===== src/rtl/mem_stage.sv =====
// Memory stage: drives the data-cache handshake for loads and stores,
// maintains the LL/SC link register and feeds the MEM/WB latch.
module mem_stage (
  input  logic        CLK,
  input  logic        nRST,
  // EX/MEM latch
  input  logic        exmem_valid,
  input  logic [31:0] aluOutport_in,
  input  logic [31:0] storedata_in,
  input  logic [31:0] pcplus4_in,
  input  logic [4:0]  rt_in,
  input  logic [4:0]  rd_in,
  input  logic        dREN_in,
  input  logic        dWEN_in,
  input  logic        LL_in,
  input  logic        SC_in,
  input  logic [5:0]  ctrl_in,
  input  logic        flush_in,
  // data cache
  output logic        dmemREN,
  output logic        dmemWEN,
  output logic [31:0] dmemaddr,
  output logic [31:0] dmemstore,
  input  logic        dhit,
  input  logic [31:0] dmemload,
  input  logic        ccinv,
  input  logic [31:0] ccsnoopaddr,
  // MEM/WB latch
  output logic [31:0] aluOutport_out,
  output logic [31:0] dmemload_out,
  output logic [31:0] pcplus4_out,
  output logic [4:0]  rt_out,
  output logic [4:0]  rd_out,
  output logic [5:0]  ctrl_out,
  output logic        memwb_writeEN,
  output logic        memwb_flush,
  output logic        mem_stall
);

  typedef enum logic [1:0] {
    IDLE = 2'd0,
    BUSY = 2'd1,
    DONE = 2'd2
  } state_t;

  state_t      state_q, state_d;
  logic        link_valid_q, link_valid_d;
  logic [31:0] link_addr_q, link_addr_d;
  logic [31:0] ldata_q, ldata_d;
  logic        pend_flush_q, pend_flush_d;

  logic        link_match;
  logic        sc_fail;
  logic        memop;

  // The upstream latch holds the instruction while stalled, so these follow it directly
  assign pcplus4_out = pcplus4_in;
  assign rt_out      = rt_in;
  assign rd_out      = rd_in;
  assign ctrl_out    = ctrl_in;
  assign dmemaddr    = aluOutport_in;
  assign dmemstore   = storedata_in;

  // A failing SC never touches the cache, so it is not a memory operation
  assign link_match = link_valid_q && (link_addr_q == aluOutport_in);
  assign sc_fail    = SC_in && !link_match;
  assign memop      = exmem_valid && (dREN_in || dWEN_in) && !sc_fail;

  // Next-state, link bookkeeping and stage outputs
  always_comb begin
    state_d        = state_q;
    link_valid_d   = link_valid_q;
    link_addr_d    = link_addr_q;
    ldata_d        = ldata_q;
    pend_flush_d   = pend_flush_q;
    dmemREN        = 1'b0;
    dmemWEN        = 1'b0;
    mem_stall      = 1'b0;
    memwb_writeEN  = 1'b0;
    memwb_flush    = 1'b0;
    aluOutport_out = aluOutport_in;
    dmemload_out   = dmemload;

    case (state_q)
      IDLE: begin
        if (memop && !flush_in) begin
          state_d   = BUSY;
          mem_stall = 1'b1;
        end else begin
          memwb_writeEN = exmem_valid && !flush_in;
          memwb_flush   = flush_in || !exmem_valid;
          if (sc_fail) begin
            aluOutport_out = '0;
            if (exmem_valid && !flush_in) link_valid_d = 1'b0;
          end
        end
      end
      BUSY: begin
        dmemREN   = dREN_in;
        dmemWEN   = dWEN_in;
        mem_stall = 1'b1;
        if (flush_in) pend_flush_d = 1'b1;
        if (dhit) begin
          ldata_d = dmemload;
          state_d = DONE;
        end
      end
      DONE: begin
        memwb_writeEN = !pend_flush_q;
        memwb_flush   = pend_flush_q;
        dmemload_out  = ldata_q;
        pend_flush_d  = 1'b0;
        state_d       = IDLE;
        if (SC_in) begin
          aluOutport_out = 32'd1;
          link_valid_d   = 1'b0;
        end else if (dWEN_in && (aluOutport_in == link_addr_q)) begin
          link_valid_d = 1'b0;
        end
        if (LL_in) begin
          link_valid_d = 1'b1;
          link_addr_d  = aluOutport_in;
        end
      end
      default: state_d = IDLE;
    endcase

    // Snoop invalidate is applied last so it beats a same-cycle LL set
    if (ccinv && (ccsnoopaddr == link_addr_d)) link_valid_d = 1'b0;

    // Reset overrides the handshake immediately, even mid-access
    if (!nRST) begin
      dmemREN       = 1'b0;
      dmemWEN       = 1'b0;
      mem_stall     = 1'b0;
      memwb_writeEN = 1'b0;
      memwb_flush   = 1'b1;
    end
  end

  // State and link registers with synchronous active-low reset
  always_ff @(posedge CLK) begin
    if (!nRST) begin
      state_q      <= IDLE;
      link_valid_q <= 1'b0;
      link_addr_q  <= '0;
      ldata_q      <= '0;
      pend_flush_q <= 1'b0;
    end else begin
      state_q      <= state_d;
      link_valid_q <= link_valid_d;
      link_addr_q  <= link_addr_d;
      ldata_q      <= ldata_d;
      pend_flush_q <= pend_flush_d;
    end
  end

endmodule


===== config.mk =====
export PLATFORM = sky130hd
export DESIGN_NAME = mem_stage
export DESIGN_NICKNAME = d
export VERILOG_FILES = /design/src/rtl/mem_stage.sv
export SDC_FILE = /design/constraint.sdc
export NUM_CORES = 1
export LEC_CHECK = 0
export CAP_MARGIN = 20
export CORE_AREA = 2 2 142 144
export CTS_CLUSTER_SIZE = 40
export DETAILED_ROUTE_END_ITERATION = 10
export DIE_AREA = 0 0 144 146
export PLACE_DENSITY_LB_ADDON = 0.2
export REMOVE_ABC_BUFFERS = 1
export SLEW_MARGIN = 20
export SYNTH_ARGS = -nofsm -noshare
export SYNTH_HDL_FRONTEND = slang
export SYNTH_SLANG_ARGS = --single-unit
export TNS_END_PERCENT = 50

===== constraint.sdc =====
create_clock -name CLK -period 2.71 [get_ports CLK]
set_input_delay 0.4065 -clock CLK [delete_from_list [all_inputs] [get_ports CLK]]
set_output_delay 0.4065 -clock CLK [all_outputs]
set_load 0.05 [all_outputs]

==> results.sh, run 1 <==
export IMPL_grt_pass1_vias=4949
export IMPL_critPathBufInv=4
export IMPL_wl_per_cell_um=25.6
export IMPL_maxCapViolations=0
export IMPL_cts_root_buf="clkbuf_16"
export IMPL_synth_ff_type="dfxtp_1"
export IMPL_finalSetupTns_ps=-3500
export IMPL_rows=51
export IMPL_yosys_cell_count_top_type="buf_4"
export IMPL_clock_path_buffers=2
export IMPL_dp_slack_ps=-469
export IMPL_syn_area_per_cell_um2=8.39
export IMPL_p_comb_frac=0.322
export IMPL_p_clk_frac=0.398
export IMPL_area_growth_pct=60.4
export IMPL_clk_pin_slew_worst_paths_ps=60
export IMPL_cts_buffers=9
export IMPL_end_kind="primary output"
export IMPL_synth_cells=626
export IMPL_drive_gt1_frac=0.316
export IMPL_synth_xor_area_frac=0.0967
export IMPL_crit_chain="dlygate4sd2_1 -> xnor2_2 -> nand4_1 -> nor4_4 -> and2_4 -> a311oi_4 -> buf_12 -> buf_6 -> nor2b_4 -> buf_12"
export IMPL_arrival_ps=2440
export IMPL_die_x_um=144
export IMPL_drt_iter0_markers=153
export IMPL_p_sw_uw=1060
export IMPL_use_met1=0.208
export IMPL_synth_edf_count=0
export IMPL_yosys_area_top_type="dfxtp_1"
export IMPL_ff_latch_area_mm2=0.00138
export IMPL_dr_total_vias=4815
export IMPL_violations="setup timing"
export IMPL_hold_ws_ps=462
export IMPL_place_congestion=0.892
export IMPL_die_area_mm2=0.0210
export IMPL_setup_violations=33
export IMPL_drt_pass1_iter_count=4
export IMPL_async_flop_share=0
export IMPL_p_int_uw=2560
export IMPL_leakagePower_uw=0.00339
export IMPL_critPathKind="in2out"
export IMPL_antenna_found_initial=1
export IMPL_yosys_area_share_simple=0.201
export IMPL_period_minus_slack_ps=2840
export IMPL_fillCellCount=1901
export IMPL_busiest_layer="met2"
export IMPL_routed_wl_um=26400
export IMPL_ir_drop_v=0.000253
export IMPL_fin_worst_skew_ps=4.52
export IMPL_critPathMaxFanout=6
export IMPL_critPathTopFamily="simple AND/OR/NAND/NOR gates"
export IMPL_syn_area_mm2=0.00525
export IMPL_synth_top_family_by_area="buffers and inverters"
export IMPL_dp_cells=1009
export IMPL_ant_nets=0
export IMPL_outcome="complete, but fails checks"
export IMPL_die_h_um=146
export IMPL_critical_path_startpoint="aluOutport_in[11]"
export IMPL_slew_viol_final=0
export IMPL_path_common_cell="buf_12"
export IMPL_max_slew_margin_rel=0.564
export IMPL_grt_use_met2=0.398
export IMPL_synth_cell_type_count=54
export IMPL_initial_core_util=0.272
export IMPL_ys_ff_latch=68
export IMPL_cts_tree="done"
export IMPL_io_pins=367
export IMPL_grt_start_max_net_pins=44
export IMPL_period_share=1.05
export IMPL_grt_first_pass_wirelength_um=36200
export IMPL_grt_usage=0.246
export IMPL_nets=948
export IMPL_cp_slowest_cell="nor4_4"
export IMPL_use_met3=0.239
export IMPL_antenna_cells=0
export IMPL_synth_compound_area_frac=0.134
export IMPL_hold_viol=0
export IMPL_hp_class="reg2reg"
export IMPL_viasPerCell=4.67
export IMPL_crit_path_start_kind="input port"
export IMPL_switching_share=0.293
export IMPL_yosys_mux_area_fraction=0.0995
export IMPL_dpl_hpwl_um=22100
export IMPL_netlist_area_leader_share=0.259
export IMPL_io_buffers=206
export IMPL_clk_latency_ps=340
export IMPL_seq_power_share=0.280
export IMPL_worstHoldStart="ldata_q[20]"
export IMPL_timing_final_ws_setup_ps=-134
export IMPL_cts_hold_buffers=0
export IMPL_drc=0
export IMPL_multi_input_area_mm2=0.00306
export IMPL_grt_ovfl_total=0
export IMPL_ys_warn_count=0
export IMPL_worstMarginPinSlew_ps=654
export IMPL_ys_top_cells_by_area="dfxtp_1 (26%), buf_4 (16%), nand2_1 (7.4%)"
export IMPL_core_mm2=0.0193
export IMPL_power_uw=3630
export IMPL_critPathRequiredTime_ps=2300
export IMPL_rsz0062_at_grt="true"
export IMPL_power_density_mw_per_mm2=430
export IMPL_r2r_start="state_q[0]"
export IMPL_synth_commonest_cells="buf_4 (112), nand2_1 (103), dfxtp_1 (68), a21boi_0 (47), xnor2_1 (43)"
export IMPL_fmaxAchievable_ghz=0.352
export IMPL_slowest_delay_ps=360
export IMPL_clkSinkCount=68
export IMPL_synth_fa_ha_area_frac=0
export IMPL_fin_cells=1031
export IMPL_htreeDepth=3
export IMPL_ys_seq_area_frac=0.259
==> sequential cells by signal (all words and copies together) (netlist names) <==
name,flops
ldata_q,32
pend_flush_q,1
state_q,2
link_valid_q,1
link_addr_q,32
==> worst min-delay path, stage by stage (launching register included) <==
cell	delay, ps
dfxtp_1	310
nand2_1	50
a21boi_0	60
==> per-layer routing <==
metal  part of all wire  vias to the layer above  wire length, um
met5             0.0083                        -              219
li1                   -                     2243                -
met2               0.46                      369            12100
met3               0.21                       35             5560
met4              0.019                        8              513
met1               0.30                     2160             7940
==> stage by stage <==
stage                util  instance area (um2)
floorplan               -                 4230
global placement    0.399                 7710
detailed placement  0.399                 7710
CTS                 0.430                 8320
global route        0.436                 8430
finish              0.436                 8430
==> final cells by class <==
type	count	share of cell area
Multi-Input combinational cell	398	0.363
Sequential cell	68	0.163
Inverter	20	0.00891
Clock buffer	10	0.0272
Tap cell	265	0.0393
Clock inverter	5	0.0148
Timing Repair Buffer	265	0.384
==> cell families after synthesis <==
logic type,Yosys count
AOI/OAI and AO/OA,91
xor gates and xnor gates,58
buffers and inverters,160
DFF,68
muxes,47
and+or+nand+nor,202
==> final timing paths <==
| kind | to | slack, ps | depth (start not counted) |
|---|---|---|---|
| max reg2reg | link_valid_q | 530 | 8 |
| max | aluOutport_out[26] | -130 | 10 |
| min | ldata_q[20] | 460 | 2 |
| min reg2reg | ldata_q[20] | 460 | 2 |
==> cells in the final DEF (no fill, tap or decap), types with 3 or more instances in the layout <==
master and instances:
o221ai_1 4, nand3_1 4, dfxtp_1 61, o2111ai_1 3, a21oi_1 7, o21ai_0 4
xor2_1 15, bufinv_16 4, dfxtp_2 5, buf_12 72, dlygate4sd2_1 29, xnor2_1 34
and3_2 3, nor2b_1 22, clkdlybuf4s50_1 99, nor3_1 6, nand2_1 103, mux2_2 32
nor2_4 6, nand4_1 11, inv_1 20, nor2b_4 25, xnor2_2 9, a21boi_0 47
o22ai_1 4, buf_4 56, mux2i_1 14, nor2_1 7, nor4_1 4, clkbuf_16 10
==> timing repair <==
item,in CTS,in global routing
setup buffers,2,3
endpoints found under the setup margin,34,34
resized for setup,89,12
hold endpoints to repair,0,0
pin swaps,17,12
cloned,1,1
==> power groups by stage <==
stage	Combinational, uW	Clock (uW)	Sequential, uW
after detailed placement	1120	0	1040
after floorplan	393	0	1040
after global routing	1220	1510	1010
final	1170	1440	1010
after global placement	1110	0	1040
after CTS	1160	1470	1010
Power figures use the tool's default switching activity.
==> run 2: changes to the inputs <==
Settings changed: CORE_AREA 2 2 142 144 to unset, CORE_ASPECT_RATIO set to 0.7, CORE_MARGIN set to 10, CORE_UTILIZATION set to 39, DIE_AREA 0 0 144 146 to unset.
==> results.sh, run 2 (synthesized netlist as in run 1, its figures left out) <==
export IMPL_outcome="complete, but fails checks"
export IMPL_violations="setup timing"
export IMPL_leakagePower_uw=0.00329
export IMPL_drive_gt1_frac=0.308
export IMPL_ant_nets=0
export IMPL_end_kind="primary output"
export IMPL_cts_tree="done"
export IMPL_rows=35
export IMPL_maxCapViolations=0
export IMPL_drt_iter0_markers=254
export IMPL_slowest_delay_ps=580
export IMPL_hold_path_endpoint="ldata_q[3]"
export IMPL_initial_core_util=0.399
export IMPL_worstMarginPinSlew_ps=647
export IMPL_final_area_mm2=0.00822
export IMPL_final_cell_mix="clkdlybuf4s50_1 (106), nand2_1 (103), buf_12 (72), dfxtp_1 (62), buf_4 (50)"
export IMPL_grt_pass1_vias=4939
export IMPL_wl_per_cell_um=28.0
export IMPL_fin_worst_skew_ps=7.52
export IMPL_area_growth_pct=56.4
export IMPL_clkSinkCount=68
export IMPL_r2r_start="state_q[1]"
export IMPL_io_buffers=206
export IMPL_power_density_mw_per_mm2=407
export IMPL_die_area_mm2=0.0186
export IMPL_slew_viol_final=0
export IMPL_setup_violations=32
export IMPL_fmaxAchievable_ghz=0.346
export IMPL_hp_class="reg2reg"
export IMPL_ir_drop_v=0.000283
export IMPL_drt_pass1_iter_count=4
export IMPL_io_pins=367
export IMPL_clock_path_buffers=2
export IMPL_rsz0062_at_grt="true"
export IMPL_rrSetupSlack_ps=530
export IMPL_period_share=1.07
export IMPL_antenna_found_initial=2
export IMPL_dr_total_vias=4783
export IMPL_critPathKind="reg2out"
export IMPL_grt_usage=0.275
export IMPL_htreeDepth=3
export IMPL_cts_buffers=9
export IMPL_final_common_cell="clkdlybuf4s50_1"
export IMPL_timing_final_ws_setup_ps=-179
export IMPL_dpl_hpwl_um=22300
export IMPL_grt_start_max_net_pins=37
export IMPL_die_h_um=117
export IMPL_arrival_ps=2480
export IMPL_cts_hold_buffers=0
export IMPL_grt_ovfl_total=0
export IMPL_clk_pin_slew_worst_paths_ps=60
export IMPL_routed_wl_um=26500
export IMPL_clk_latency_ps=330
export IMPL_r2r_end="link_valid_q"
export IMPL_drc=0
export IMPL_cts_root_buf="clkbuf_16"
export IMPL_critPathMaxFanout=12
export IMPL_placed_area_mm2=0.00758
export IMPL_crit_chain="xnor2_2 -> nand4_1 -> nor4_2 -> buf_4 -> and2_4 -> a311oi_4 -> buf_12 -> nor2b_4 -> buf_12"
export IMPL_period_minus_slack_ps=2890
export IMPL_hold_viol=0
export IMPL_grt_first_pass_wirelength_um=37300
export IMPL_max_slew_margin_rel=0.568
export IMPL_critPathRequiredTime_ps=2300
export IMPL_crit_path_start_kind="flip-flop"
export IMPL_die_x_um=159
export IMPL_cp_slowest_cell="a311oi_4"
export IMPL_viasPerCell=5.04
export IMPL_place_congestion=0.914
export IMPL_reg2reg_depth=7
export IMPL_worstHoldStart="ldata_q[3]"
export IMPL_dp_slack_ps=-365
export IMPL_hold_path_cell_count=2
export IMPL_nets=943
export IMPL_path_common_cell="buf_12"
export IMPL_largestRegisters="ldata_q (32), link_addr_q (32), state_q (2)"
export IMPL_core_mm2=0.0132
export IMPL_power_uw=3340
[run 2: cell count changes in the layout (fill, tap and decap cells not counted), sizes merged, moves of 2 or more]
| cell | previous run | this run |
|---|---|---|
| dlygate4sd2 | 29 | 26 |
| clkdlybuf4s50 | 99 | 106 |
| diode | 0 | 2 |
| buf | 133 | 126 |
| clkbuf | 11 | 9 |
| clkinvlp | 0 | 3 |
| clkinv | 1 | 3 |
| bufinv | 4 | 1 |
[run 2: area by class of cell]
class / count / area [um2]
Tap cell: 185 / 231
Multi-Input combinational cell: 398 / 3080
Fill cell: 1106 / 4960
Inverter: 20 / 75.1
Timing Repair Buffer: 260 / 3160
Clock inverter: 7 / 67.6
Sequential cell: 68 / 1370
Antenna cell: 2 / 5.00
Clock buffer: 9 / 225
[run 2: worst max path at each step]
stage	from	to	slack, ps	depth (start not counted)
6_report	link_addr_q[30]	aluOutport_out[13]	-180	9
5_1_grt	link_addr_q[30]	aluOutport_out[13]	-220	9
4_1_cts	link_addr_q[30]	aluOutport_out[17]	-150	10
3_5_place_dp	aluOutport_in[23]	aluOutport_out[16]	-360	10
3_3_place_gp	aluOutport_in[1]	aluOutport_out[19]	-290	10
2_1_floorplan	aluOutport_in[30]	aluOutport_out[16]	-240	6
[run 2: per-stage QoR]
step | hold slack, ps | TNS (ps) | util | std cells
after CTS | 469 | -3080 | 0.625 | 950
final | 464 | -4800 | 0.623 | 949
after global routing | 494 | -6290 | 0.623 | 949
after floorplan | 441 | -3120 | - | 486
after global placement | 448 | -8400 | 0.575 | 924
after detailed placement | 461 | -10020 | 0.575 | 924
[run 2: power by group]
| part | internal (uW) | leakage (uW) | switching (uW) | total (uW) |
|---|---|---|---|---|
| clock network | 707 | 0.000137 | 457 | 1160 |
| registers | 1010 | 0.000552 | 6.45 | 1010 |
| logic | 562 | 0.00260 | 603 | 1170 |
| total | 2280 | 0.00329 | 1070 | 3340 |
[run 2: what timing repair did]
action / CTS / global route
buffers inserted: 8 / 2
cloned: 2 / 0
pin swaps: 23 / 11
resized for setup: 87 / 13
setup endpoints to repair: 34 / 34
[run 2: metal layers]
layer | routed length [um] | global-route usage | vias up
li1 | - | - | 2238
met1 | 8760 | 0.265 | 2216
met2 | 11800 | 0.415 | 294
met3 | 5130 | 0.248 | 31
met4 | 682 | 0.0888 | 4
met5 | 213 | 0.0851 | -
[run 2: worst max-delay path, delay by kind of cell (launching register included)]
family                 cells  cell delay, ps
XOR/XNOR                   1             140
AO/OA/AOI/OAI              1             580
buffers and inverters      3             550
flip-flops                 1             350
AND/OR/NAND/NOR            4             490
==> run 3: changes to the inputs <==
Settings changed: GPL_TIMING_DRIVEN set to 0, HOLD_SLACK_MARGIN set to 0.08.
==> results.sh, run 3 (synthesized netlist as in run 1, its figures left out) <==
export IMPL_dp_slack_ps=-1430
export IMPL_cp_slowest_cell="nor4_4"
export IMPL_clk_pin_slew_worst_paths_ps=60
export IMPL_grt_first_pass_wirelength_um=34700
export IMPL_die_h_um=117
export IMPL_core_mm2=0.0132
export IMPL_hold_viol=0
export IMPL_antenna_found_initial=1
export IMPL_violations="setup timing"
export IMPL_die_area_mm2=0.0186
export IMPL_cts_buffers=9
export IMPL_final_core_util=0.564
export IMPL_io_buffers=206
export IMPL_period_share=1.07
export IMPL_clk_latency_ps=330
export IMPL_grt_pass1_vias=4652
export IMPL_period_minus_slack_ps=2890
export IMPL_critPathKind="in2out"
export IMPL_grt_usage=0.256
export IMPL_cts_hold_buffers=0
export IMPL_clkSinkCount=68
export IMPL_crit_chain="clkdlybuf4s15_1 -> xnor2_1 -> nand4_1 -> nor4_4 -> and2_4 -> a311oi_4 -> buf_6 -> buf_12 -> clkbuf_16 -> nor2b_4 -> buf_8"
export IMPL_reg2reg_depth=6
export IMPL_drc=0
export IMPL_fin_worst_skew_ps=5.07
export IMPL_ir_drop_v=0.000287
export IMPL_power_density_mw_per_mm2=439
export IMPL_finalSetupTns_ps=-2470
export IMPL_viasPerCell=5.03
export IMPL_fillCellCount=1217
export IMPL_clock_path_buffers=2
export IMPL_rows=35
export IMPL_drt_iter0_markers=251
export IMPL_largestRegisters="ldata_q (32), link_addr_q (32), state_q (2)"
export IMPL_initial_core_util=0.399
export IMPL_wl_per_cell_um=27.3
export IMPL_cts_root_buf="clkbuf_16"
export IMPL_arrival_ps=2480
export IMPL_hold_ws_ps=399
export IMPL_slowest_delay_ps=390
export IMPL_final_cell_mix="clkdlybuf4s50_1 (104), nand2_1 (101), dfxtp_1 (55), a21boi_0 (47), dlygate4sd2_1 (38)"
export IMPL_timing_final_ws_setup_ps=-178
export IMPL_final_common_cell="clkdlybuf4s50_1"
export IMPL_routed_wl_um=25100
export IMPL_maxCapViolations=0
export IMPL_critPathMaxFanout=8
export IMPL_setup_violations=20
export IMPL_area_growth_pct=41.6
export IMPL_critPathBufInv=5
export IMPL_crit_path_start_kind="input port"
export IMPL_place_congestion=0.899
export IMPL_hold_path_cell_count=3
export IMPL_leakagePower_uw=0.00306
export IMPL_dr_total_vias=4616
export IMPL_cp_depth=11
export IMPL_drive_gt1_frac=0.262
export IMPL_grt_ovfl_total=0
export IMPL_drt_pass1_iter_count=5
export IMPL_critPathRequiredTime_ps=2300
export IMPL_hp_class="in2reg"
export IMPL_die_x_um=159
export IMPL_grt_start_max_net_pins=41
export IMPL_end_kind="primary output"
export IMPL_outcome="complete, but fails checks"
export IMPL_max_slew_margin_rel=0.558
export IMPL_ant_nets=0
export IMPL_cts_tree="done"
export IMPL_io_pins=367
export IMPL_worstMarginPinSlew_ps=661
export IMPL_slew_viol_final=0
export IMPL_placed_area_mm2=0.00660
export IMPL_nets=913
export IMPL_fmaxAchievable_ghz=0.346
export IMPL_dpl_hpwl_um=20600
export IMPL_rsz0062_at_grt="true"
export IMPL_htreeDepth=3
export IMPL_final_area_mm2=0.00744
export IMPL_critPathTopFamily="buffers and inverters"
## run 3: cell count changes in the layout (fill, tap and decap cells not counted), moves of 10 or more
cell	delta
buf_8	+10
buf_12	-69
dlygate4sd2_1	+12
dlymetal6s2s_1	+10
buf_4	-29
buf_6	+19
## run 3: per-layer routing
layer / share of wire / vias to the layer above / track usage
met2: 0.44 / 288 / 0.378
met5: 0.0079 / - / 0.0878
met3: 0.20 / 36 / 0.243
met4: 0.027 / 4 / 0.0851
li1: - / 2184 / -
met1: 0.33 / 2104 / 0.243
## run 3: power breakdown
group          total [uW]  switching (uW)  leakage (uW)  internal [uW]
sequential           1020            7.49      0.000555           1010
combinational         984             566       0.00235            418
clock                1270             441      0.000159            826
total                3270            1010       0.00306           2250
## run 3: area by class of cell
type	instances	area [um2]	area share
well taps	185	231	0.0311
diodes	1	2.50	0.000336
repair buffers	230	2350	0.316
flip-flops and latches	68	1380	0.186
multi-input cells	398	3080	0.414
inverters	20	75.1	0.0101
clock buffers	11	243	0.0326
clock inverters	5	75.1	0.0101
## run 3: worst min-delay path, stage by stage
cell      delay (ps)
clkbuf_2         140
nand2_1           70
a21boi_0          70
## run 3: timing repair
action,in CTS,in global routing
pin swaps,20,26
setup buffers,8,10
cloned,1,1
resized for setup,328,99
setup endpoints to repair,70,44
## run 3: through the flow
step | power (uW) | std cells
6_report | 3270 | 918
3_5_place_dp | 1960 | 882
2_1_floorplan | 1430 | 486
3_3_place_gp | 1940 | 877
5_1_grt | 3380 | 918
4_1_cts | 3250 | 907
## run 3: worst paths after layout
path,startpoint,slack (ps),end
setup / recovery,aluOutport_in[7],-180,aluOutport_out[26]
hold / removal,aluOutport_in[13],400,link_addr_q[13]
setup reg to reg,state_q[1],190,link_valid_q
hold reg to reg,ldata_q[9],460,ldata_q[9]
